--- src/rtl/pos_sweep_engine.sv ---
// pos_sweep_engine: sweeps all 2^N rows of a product-of-sums function built from M clauses.
// Outputs registered; first row appears the cycle after start; a row is held while row_ready=0.
// Define POS_SWEEP_CHECK_EN to add exp_tt / row_err / err_count comparison against a golden table.
module pos_sweep_engine #(
  parameter int N = 4,
  parameter int M = 3
) (
  input  logic              clk,
  input  logic              rst_n,
  input  logic              start,
  input  logic              abort,
  input  logic [M*N-1:0]    clause_use,
  input  logic [M*N-1:0]    clause_neg,
`ifdef POS_SWEEP_CHECK_EN
  input  logic [(1<<N)-1:0] exp_tt,
  output logic              row_err,
  output logic [N:0]        err_count,
`endif
  output logic              busy,
  output logic              row_valid,
  input  logic              row_ready,
  output logic [N-1:0]      row_x,
  output logic [M-1:0]      row_clause,
  output logic              row_f,
  output logic              done,
  output logic [N:0]        ones_count
);

  typedef enum logic [1:0] {IDLE, RUN, DONE} state_t;

  localparam logic [N:0] LAST_IDX = (N+1)'((1 << N) - 1);

  state_t           state_q, state_d;
  logic [N:0]       idx_q, idx_d;
  logic [M*N-1:0]   use_q, use_d, neg_q, neg_d;
  logic [N:0]       ones_d;
  logic [N-1:0]     x_d;
  logic [M-1:0]     cl_d;
  logic             f_d, done_d, busy_d, valid_d;
`ifdef POS_SWEEP_CHECK_EN
  logic [(1<<N)-1:0] exp_q, exp_d;
  logic              err_d;
  logic [N:0]        errc_d;
`endif

  // An unused literal contributes 0, so an empty clause forces F=0.
  function automatic logic [M-1:0] eval_clauses(input logic [N-1:0] x,
                                                input logic [M*N-1:0] use_m,
                                                input logic [M*N-1:0] neg_m);
    logic [M-1:0] c;
    c = '0;
    for (int j = 0; j < M; j++)
      for (int i = 0; i < N; i++)
        c[j] = c[j] | (use_m[j*N+i] & (x[i] ^ neg_m[j*N+i]));
    return c;
  endfunction

  always_comb begin
    state_d = state_q;
    idx_d   = idx_q;
    use_d   = use_q;
    neg_d   = neg_q;
    ones_d  = ones_count;
    x_d     = row_x;
    cl_d    = row_clause;
    f_d     = row_f;
    done_d  = 1'b0;
`ifdef POS_SWEEP_CHECK_EN
    exp_d   = exp_q;
    errc_d  = err_count;
`endif
    case (state_q)
      IDLE: begin
        if (start) begin
          state_d = RUN;
          idx_d   = '0;
          use_d   = clause_use;
          neg_d   = clause_neg;
          ones_d  = '0;
          x_d     = '0;
          cl_d    = eval_clauses('0, clause_use, clause_neg);
          f_d     = &cl_d;
`ifdef POS_SWEEP_CHECK_EN
          exp_d   = exp_tt;
          errc_d  = '0;
`endif
        end
      end
      RUN: begin
        // abort wins over a simultaneous handshake; that row is not counted
        if (abort) begin
          state_d = IDLE;
        end else if (row_ready) begin
          ones_d = ones_count + (N+1)'(row_f);
`ifdef POS_SWEEP_CHECK_EN
          errc_d = err_count + (N+1)'(row_err);
`endif
          if (idx_q == LAST_IDX) begin
            state_d = DONE;
            done_d  = 1'b1;
          end else begin
            idx_d = idx_q + 1'b1;
            x_d   = idx_d[N-1:0];
            cl_d  = eval_clauses(x_d, use_q, neg_q);
            f_d   = &cl_d;
          end
        end
      end
      DONE: state_d = IDLE;
      default: state_d = IDLE;
    endcase
    busy_d  = (state_d != IDLE);
    valid_d = (state_d == RUN);
`ifdef POS_SWEEP_CHECK_EN
    err_d   = f_d ^ exp_d[x_d];
`endif
  end

  always_ff @(posedge clk or negedge rst_n) begin
    if (!rst_n) begin
      state_q    <= IDLE;
      idx_q      <= '0;
      use_q      <= '0;
      neg_q      <= '0;
      busy       <= 1'b0;
      row_valid  <= 1'b0;
      row_x      <= '0;
      row_clause <= '0;
      row_f      <= 1'b0;
      done       <= 1'b0;
      ones_count <= '0;
`ifdef POS_SWEEP_CHECK_EN
      exp_q      <= '0;
      row_err    <= 1'b0;
      err_count  <= '0;
`endif
    end else begin
      state_q    <= state_d;
      idx_q      <= idx_d;
      use_q      <= use_d;
      neg_q      <= neg_d;
      busy       <= busy_d;
      row_valid  <= valid_d;
      row_x      <= x_d;
      row_clause <= cl_d;
      row_f      <= f_d;
      done       <= done_d;
      ones_count <= ones_d;
`ifdef POS_SWEEP_CHECK_EN
      exp_q      <= exp_d;
      row_err    <= err_d;
      err_count  <= errc_d;
`endif
    end
  end

endmodule

--- config.mk ---
export PLATFORM = sky130hd
export DESIGN_NAME = pos_sweep_engine
export DESIGN_NICKNAME = d
export VERILOG_FILES = /design/src/rtl/pos_sweep_engine.sv
export SDC_FILE = /design/constraint.sdc
export NUM_CORES = 1
export LEC_CHECK = 0
export BUFFER_PORTS_ARGS = -buffer_cell sky130_fd_sc_hd__buf_2
export CAP_MARGIN = 20
export CORE_ASPECT_RATIO = 1.1
export CORE_MARGIN = 2
export CORE_UTILIZATION = 51
export CTS_BUF_LIST = sky130_fd_sc_hd__clkbuf_2 sky130_fd_sc_hd__clkbuf_4 sky130_fd_sc_hd__clkbuf_8
export CTS_CLUSTER_SIZE = 25
export DETAILED_ROUTE_END_ITERATION = 7
export GPL_TIMING_DRIVEN = 0
export PLACE_DENSITY = 0.83
export SLEW_MARGIN = 20
export SYNTH_ARGS = -nofsm -noshare
export SYNTH_HDL_FRONTEND = slang
export SYNTH_SLANG_ARGS = --single-unit
--- constraint.sdc ---
create_clock -name clk -period 1.7 [get_ports clk]
set_input_delay 0.34 -clock clk [delete_from_list [all_inputs] [get_ports clk]]
set_output_delay 0.34 -clock clk [all_outputs]
set_load 0.02 [all_outputs]
## Word-level counts from Yosys, hierarchy flattened

Cells that the tools add are included.
Widths: inputs -> output; s select.

| operators by class | value |
|---|---|
| add/subtract/negate cells | 2 |
| equality and inequality tests | 7 |
| muxes and demuxes | 32 |
| bitwise logic cells | 54 |
| reductions and logical operators | 8 |

Operators by type and width:

| operator | count |
|---|---|
| $mux 5 | 6 |
| $and 1x1->1 | 24 |
| $pmux 5 s2 | 2 |
| $or 1x1->1 | 18 |
| $mux 4 | 4 |
| $mux 3 | 4 |
| $xor 1x1->1 | 12 |
| $mux 1 | 8 |
| $mux 2 | 4 |
| $ne 2x2->1 const B | 4 |
| $pmux 4 s2 | 1 |
| $pmux 3 s2 | 1 |
| $reduce_and 3->1 | 2 |
| $add 5x1->5 | 1 |
| $add 5x1->5 const B | 1 |
| $eq 5x4->1 const B | 1 |
| $reduce_and 5->1 | 1 |
| $eq 2x1->1 const B | 2 |
| $pmux 2 s2 | 1 |
| $reduce_and 4->1 | 1 |
| $reduce_bool 2->1 | 2 |
| $logic_not 2->1 | 1 |
| $pmux 1 s2 | 1 |
| $reduce_and 2->1 | 1 |

| storage, ports and cells | value |
|---|---|
| register bits after elaboration | 47 |
| bits of input ports | 29 |
| output and inout port bits | 16 |
| word-level logic and storage cells | 114 |

## Longest topological paths before layout

Gate-level depths: netlist of the first run.

| logic depth | value |
|---|---|
| depth in word-level cells | 11 |
| depth in mapped cells | 8 |
| gate-level depth less buffers | 7 |

## Least setup slack after synthesis of the first run

No wires, ideal clock.

| timing path | value |
|---|---|
| kind | register -> register |
| start point | register, netlist name row_x[1] |
| end point | register row_clause[0] |
| library setup time | 0.123 ns |
| arrival | 1.567 ns |
| required time | 1.577 ns |
| path slack | 0.009 ns |
| cell stages (with the launch flop) | 7 |
| path buffers | 0 |
| period minus slack after synthesis | 1.691 ns |
| cells stage by stage | dfrtp_1 ha_1 xor2_1 a22o_1 a221o_1 a21oi_1 o21ai_1 |

RTL lines:

| element | line | text |
|---|---|---|
| to (signal assigned) | 145 | `row_clause <= cl_d;` |
| to (decl) | 23 | `output logic [M-1:0] row_clause,` |

==> results.sh, run 1 <==
export IMPL_seqPwrFrac=0.429
export IMPL_drive_above_1_share=0.438
export IMPL_worstReg2RegStart="row_x[0]$_DFFE_PN0P_"
export IMPL_p_sw_mw=1.05
export IMPL_period_share=0.997
export IMPL_ys_seq_elements=43
export IMPL_cts_sinks=43
export IMPL_worst_path_max_fanout=4
export IMPL_clock_skew_ps=4.40
export IMPL_critPathCaptureType="flip-flop"
export IMPL_synth_nets=217
export IMPL_yosysWarningCount=0
export IMPL_slowest_stage="dfrtp_1"
export IMPL_yosysTopAreaCellShare=0.509
export IMPL_relSlewSlack=0.369
export IMPL_ioPinCount=45
export IMPL_status="finished, final reports clean"
export IMPL_yosys_cell_types_count=36
export IMPL_hpwl_um=3160
export IMPL_synthAdderAreaFrac=0.0237
export IMPL_ant_nets=0
export IMPL_place_inst=280
export IMPL_routabilityCongestion=0.793
export IMPL_grt_pass1_wl_um=7130
export IMPL_reg2reg_depth=6
export IMPL_synth_edff_count=0
export IMPL_cts_root_buf="clkbuf_8"
export IMPL_synth_area_sq_um=2110
export IMPL_critPathLaunchType="flip-flop"
export IMPL_fin_cells=292
export IMPL_synthCells=184
export IMPL_crit_type="reg2reg"
export IMPL_nets=272
export IMPL_ir_worst_vdd_v=0.000731
export IMPL_clock_path_buffers=2
export IMPL_fin_area_sq_um=2610
export IMPL_synth_compound_area_frac=0.113
export IMPL_synth_main_ff_cell="dfrtp_1"
export IMPL_antenna_found_initial=0
export IMPL_fp_dieArea_sq_um=4680
export IMPL_dr_total_vias=1607
export IMPL_fillers=334
export IMPL_first_global_vias=1626
export IMPL_rsz0062_at_grt="yes"
export IMPL_crit_family="compound AO/OA/AOI/OAI gates"
export IMPL_tightest_slew_ps=946
export IMPL_rows=24
export IMPL_async_flop_share=1.00
export IMPL_cp_cell_sequence="ha_4 > xor2_1 > a22o_1 > a221o_1 > a21oi_2 > o21ai_1"
export IMPL_vias_per_cell=5.50
export IMPL_synth_area_leaders="dfrtp_1 51%, mux2_2 12%, xnor2_1 5.0%"
export IMPL_maxCapViolations=0
export IMPL_port_buffers=44
export IMPL_comb_power_share=0.352
export IMPL_placed_cell_area_sq_um=2400
export IMPL_intPower_mw=2.19
export IMPL_dr_pass1_iters=4
export IMPL_synth_avg_cell_area_sq_um=11.5
export IMPL_synth_most_common_cell="dfrtp_1"
export IMPL_multiInputGateArea_sq_um=1000
export IMPL_drcViolationCount=0
export IMPL_cts_clk_slew_worst_paths_ps=80
export IMPL_core_area_sq_um=3960
export IMPL_critPathRequiredTime_ps=1880
export IMPL_cpPeakStageDelay_ps=440
export IMPL_cts_hold_buffers=0
export IMPL_gr_total_overflow=0
export IMPL_critPathBufInv=0
export IMPL_synthMuxAreaShare=0.123
export IMPL_period_needed_ps=1700
export IMPL_clock_power_share=0.219
export IMPL_cts_tree="done"
export IMPL_hold_viol_final=0
export IMPL_yosysTopAreaCell="dfrtp_1"
export IMPL_drt_iter0_drc=51
export IMPL_power_density_nw_per_um2=1250
export IMPL_die_h_um=71.5
export IMPL_seq_area_frac_synth=0.509
export IMPL_clk_latency_ps=290
export IMPL_routedWlPerCell_um=15.1
export IMPL_final_max_slew_viol_count=0
export IMPL_synth_commonest_cells="43 x dfrtp_1, 23 x mux2_2, 12 x xnor2_1"
export IMPL_worst_ep_arrival_time_ps=1880
export IMPL_htree_levels=2
export IMPL_synth_xor_area_frac=0.0823
export IMPL_synth_top_family_by_area="multiplexers"
export IMPL_setup_viol_count_final=0
export IMPL_area_growth_pct=23.3
export IMPL_drt_wl_total_um=4400
export IMPL_p_sw_frac=0.325
export IMPL_synthSimpleGateAreaFrac=0.0995
export IMPL_start_util=0.533
export IMPL_rrSetupSlack_ps=5
export IMPL_numCtsBuffers=5
export IMPL_min_path_type="in2async"
export IMPL_cellLeakagePower_nw=1.22
export IMPL_antennaDiodeCount=0
export IMPL_cp_depth=6
export IMPL_grt_max_degree=44
export IMPL_r2r_end="row_clause[2]$_DFFE_PN0P_"
export IMPL_regArea_sq_um=1080
export IMPL_fmax_mhz=590
export IMPL_grt_usage=0.205
export IMPL_die_x_um=65.4
-- flip-flops by register name, summed over array words and instances, names as in the netlist --
name and count:
busy 1, idx_q 2, ones_count 5, row_x 3, done 1, use_q 12
row_f 1, row_clause 3, neg_q 12, state_q 2, row_valid 1
-- stage by stage --
step           setup WS, ps  hold WS, ps  total power, mW   util  setup TNS, ps
5_1_grt               -56.7          247             3.43  0.657           -154
4_1_cts                1.30          212             3.22  0.642              0
6_report               4.56          195             3.24  0.657              0
3_5_place_dp           -181          475             2.44  0.605           -588
2_1_floorplan          9.16         44.4             2.14      -              0
3_3_place_gp           -176          471             2.41  0.605           -490
-- power by group through the flow --
stage / logic, mW / registers, mW / clock network [mW]
floorplan: 0.688 / 1.45 / 0
global placement: 1.02 / 1.39 / 0
detailed placement: 1.04 / 1.41 / 0
CTS: 1.11 / 1.39 / 0.722
global route: 1.25 / 1.42 / 0.765
finish: 1.14 / 1.39 / 0.710
-- timing repair --
| action | 4_1_cts | 5_1_grt |
|---|---|---|
| endpoints found under the setup margin | 7 | 5 |
| buffers inserted | 1 | 3 |
| resized for setup | 6 | 9 |
| pin swaps | 1 | 9 |
-- worst max path at each step --
stage,slack (ps),startpoint,to
after floorplan,9,row_x[1]$_DFFE_PN0P_,row_clause[0]$_DFFE_PN0P_
after global placement,-180,row_x[1]$_DFFE_PN0P_,row_clause[2]$_DFFE_PN0P_
after detailed placement,-180,row_x[1]$_DFFE_PN0P_,row_clause[2]$_DFFE_PN0P_
after CTS,1,row_x[1]$_DFFE_PN0P_,row_clause[2]$_DFFE_PN0P_
after global routing,-60,row_x[0]$_DFFE_PN0P_,row_clause[0]$_DFFE_PN0P_
final,5,row_x[0]$_DFFE_PN0P_,row_clause[2]$_DFFE_PN0P_
-- cell families (layout without fill, tap and decap cells) --
logic type      count (synthesis)  in the layout
compound gates                 36             36
xor+xnor                       19             19
fa+ha+maj                       4              4
buf+inv                        18             74
flops                          43             43
mux                            23             23
simple gates                   41             41
-- per-layer routing --
| metal | vias to the layer above | track usage | wire, um |
|---|---|---|---|
| met5 | - | 0 | 0 |
| met3 | 12 | 0.0549 | 251 |
| met2 | 53 | 0.349 | 2280 |
| met1 | 789 | 0.243 | 1750 |
| li1 | 753 | - | - |
| met4 | 0 | 0.0880 | 119 |
-- cell usage in the layout, fill, tap and decap left out, drive strengths merged, types with 3 or more instances in the layout --
| master | n |
|---|---|
| ha | 4 |
| dfrtp | 43 |
| a21oi | 7 |
| xor2 | 6 |
| xnor2 | 13 |
| nand4 | 3 |
| buf | 59 |
| a22oi | 8 |
| nor3 | 3 |
| o21ai | 12 |
| inv | 5 |
| nor2 | 8 |
| nand2 | 13 |
| mux2 | 23 |
| nand3 | 5 |
| clkbuf | 10 |
-- worst register-to-register path: cells and delay by family, from the launching register on --
kind / cells / cell delay [ps]
AO/OA/AOI/OAI: 4 / 720
flip-flops: 1 / 440
adder cells (fa/ha/maj): 1 / 290
XOR/XNOR: 1 / 140
-- area by class of cell --
class / instances / area share
Sequential cell: 43 / 0.413
Inverter: 5 / 0.00720
Buffer: 13 / 0.0351
Timing Repair Buffer: 48 / 0.0961
Multi-Input combinational cell: 123 / 0.384
Clock buffer: 8 / 0.0399
Tap cell: 52 / 0.0250
No activity file was read; power rests on OpenSTA's default activity.
==> run 2: changes to the inputs <==
--- a/config.mk
+++ b/config.mk
@@ -8,13 +8,14 @@
 export BUFFER_PORTS_ARGS = -buffer_cell sky130_fd_sc_hd__buf_2
 export CAP_MARGIN = 20
 export CORE_ASPECT_RATIO = 1.1
-export CORE_MARGIN = 2
+export CORE_MARGIN = 1
 export CORE_UTILIZATION = 51
 export CTS_BUF_LIST = sky130_fd_sc_hd__clkbuf_2 sky130_fd_sc_hd__clkbuf_4 sky130_fd_sc_hd__clkbuf_8
 export CTS_CLUSTER_SIZE = 25
 export DETAILED_ROUTE_END_ITERATION = 7
 export GPL_TIMING_DRIVEN = 0
 export PLACE_DENSITY = 0.83
+export RECOVER_POWER = 100
 export SLEW_MARGIN = 20
 export SYNTH_ARGS = -nofsm -noshare
 export SYNTH_HDL_FRONTEND = slang
==> run 2 against run 1 <==
Sequential share of layout area grew 1.1 points. First-iteration DRC count grew 120%. Core utilization shrank 1.6 points. Clock skew grew 1.1 ps. Critical path type unchanged. Worst setup slack gained 4.9 ps. Die area shrank 5.8%. Sequential power is essentially flat. Global-route usage shrank 0.48 points. Clock-buffer cell count shrank 2.
==> results.sh, run 2 (synthesis results as in run 1) <==
export IMPL_status="finished, final reports clean"
export IMPL_endpoint="row_clause[2]$_DFFE_PN0P_"
export IMPL_critPathCaptureType="flip-flop"
export IMPL_nets=272
export IMPL_ant_nets=0
export IMPL_tightest_slew_ps=1070
export IMPL_port_buffers=44
export IMPL_tns_ps=0
export IMPL_clk_latency_ps=300
export IMPL_clock_skew_ps=5.49
export IMPL_drcViolationCount=0
export IMPL_r2r_end="row_clause[2]$_DFFE_PN0P_"
export IMPL_clock_path_buffers=2
export IMPL_cellLeakagePower_nw=1.15
export IMPL_drive_above_1_share=0.358
export IMPL_worstReg2RegStart="row_x[1]$_DFFE_PN0P_"
export IMPL_power_density_nw_per_um2=1230
export IMPL_relSlewSlack=0.287
export IMPL_die_h_um=69.5
export IMPL_layout_common_cells="42 x dfrtp_1, 31 x buf_2, 23 x mux2_2"
export IMPL_core_area_sq_um=3960
export IMPL_fmax_mhz=592
export IMPL_cts_clk_slew_worst_paths_ps=80
export IMPL_min_path_type="in2async"
export IMPL_routedWlPerCell_um=14.1
export IMPL_gr_total_overflow=0
export IMPL_cts_tree="done"
export IMPL_area_growth_pct=20.2
export IMPL_dr_total_vias=1569
export IMPL_critPathRequiredTime_ps=1890
export IMPL_numCtsBuffers=5
export IMPL_drt_wl_total_um=4110
export IMPL_period_share=0.994
export IMPL_routabilityCongestion=0.782
export IMPL_rsz0062_at_grt="yes"
export IMPL_crit_type="reg2reg"
export IMPL_regArea_sq_um=1080
export IMPL_period_needed_ps=1690
export IMPL_multiInputGateArea_sq_um=971
export IMPL_antennaDiodeCount=0
export IMPL_layout_commonest_cell="dfrtp_1"
export IMPL_crit_start="row_x[1]$_DFFE_PN0P_"
export IMPL_maxCapViolations=0
export IMPL_fillers=342
export IMPL_die_x_um=63.4
export IMPL_vias_per_cell=5.37
export IMPL_grt_pass1_wl_um=6640
export IMPL_top_regs="neg_q: 12 flops, use_q: 12 flops, ones_count: 5 flops"
export IMPL_cts_hold_buffers=0
export IMPL_grt_usage=0.200
export IMPL_start_util=0.533
export IMPL_cts_sinks=43
export IMPL_critPathLaunchType="flip-flop"
export IMPL_hpwl_um=3010
export IMPL_worst_ep_arrival_time_ps=1880
export IMPL_antenna_found_initial=0
export IMPL_ioPinCount=45
export IMPL_hold_viol_final=0
export IMPL_final_max_slew_viol_count=0
export IMPL_fp_dieArea_sq_um=4410
export IMPL_first_global_vias=1451
export IMPL_drt_iter0_drc=112
export IMPL_worst_path_max_fanout=4
export IMPL_rrSetupSlack_ps=9
export IMPL_rows=24
export IMPL_grt_max_degree=44
export IMPL_cts_root_buf="clkbuf_8"
export IMPL_htree_levels=2
export IMPL_ir_worst_vdd_v=0.000680
export IMPL_fin_util=0.641
export IMPL_dr_pass1_iters=4
export IMPL_reg2reg_depth=6
export IMPL_setup_viol_count_final=0
==> run 2: changes by cell type in the layout (fill, tap and decap cells not counted), sizes merged <==
cell | before | now
clkbuf | 10 | 27
clkinvlp | 0 | 1
buf | 59 | 40
clkinv | 0 | 1
==> run 2: timing repair <==
action / in CTS / in global routing
buffers inserted: 2 / 2
endpoints found under the setup margin: 6 / 5
pin swaps: 4 / 2
gates resized for setup: 5 / 5
==> run 2: how the worst min path moves through the flow <==
stage | to | slack (ps) | depth (start not counted)
floorplan | busy$_DFF_PN0_ | 40 | 0
global placement | row_clause[2]$_DFFE_PN0P_ | 470 | 2
detailed placement | row_clause[2]$_DFFE_PN0P_ | 470 | 2
CTS | neg_q[4]$_DFFE_PN0P_ | 220 | 1
global route | use_q[7]$_DFFE_PN0P_ | 270 | 3
finish | ones_count[1]$_DFFE_PN0P_ | 220 | 1
==> run 2: through the flow <==
| step | cells | instance area (sq um) | hold slack, ps | setup slack [ps] | total power [mW] |
|---|---|---|---|---|---|
| 2_1_floorplan | 184 | 2110 | 44.4 | 9.16 | 2.14 |
| 3_3_place_gp | 280 | 2400 | 473 | -184 | 2.41 |
| 3_5_place_dp | 280 | 2400 | 474 | -204 | 2.45 |
| 4_1_cts | 290 | 2530 | 219 | 2.54 | 3.17 |
| 5_1_grt | 292 | 2540 | 268 | -45.5 | 3.32 |
| 6_report | 292 | 2540 | 221 | 9.49 | 3.13 |
==> run 2: cell type report <==
cell class,count,share of cell area
clock inverter,2,0.00492
timing repair buffer,48,0.0911
inverter,5,0.00739
clock buffer,6,0.0300
buffer,13,0.0350
multi-input combinational,123,0.382
tap,52,0.0256
sequential,43,0.424
==> run 2: worst max-delay path: stages (launching register included) <==
cell and delay, ps:
dfrtp_2 430, ha_4 280, xor2_1 140, a22o_1 230, a221o_1 290, a21oi_2 150
o21ai_1 60
==> run 2: metal layers <==
metal / vias up / part of all wire / track usage
li1: 752 / - / -
met3: 5 / 0.044 / 0.0493
met5: - / 0 / 0
met1: 774 / 0.44 / 0.257
met2: 38 / 0.50 / 0.324
met4: 0 / 0.016 / 0.0758
==> run 2: power breakdown <==
part | internal [mW] | switching [mW]
combinational | 0.530 | 0.559
clock | 0.303 | 0.345
sequential | 1.24 | 0.150
total | 2.07 | 1.05
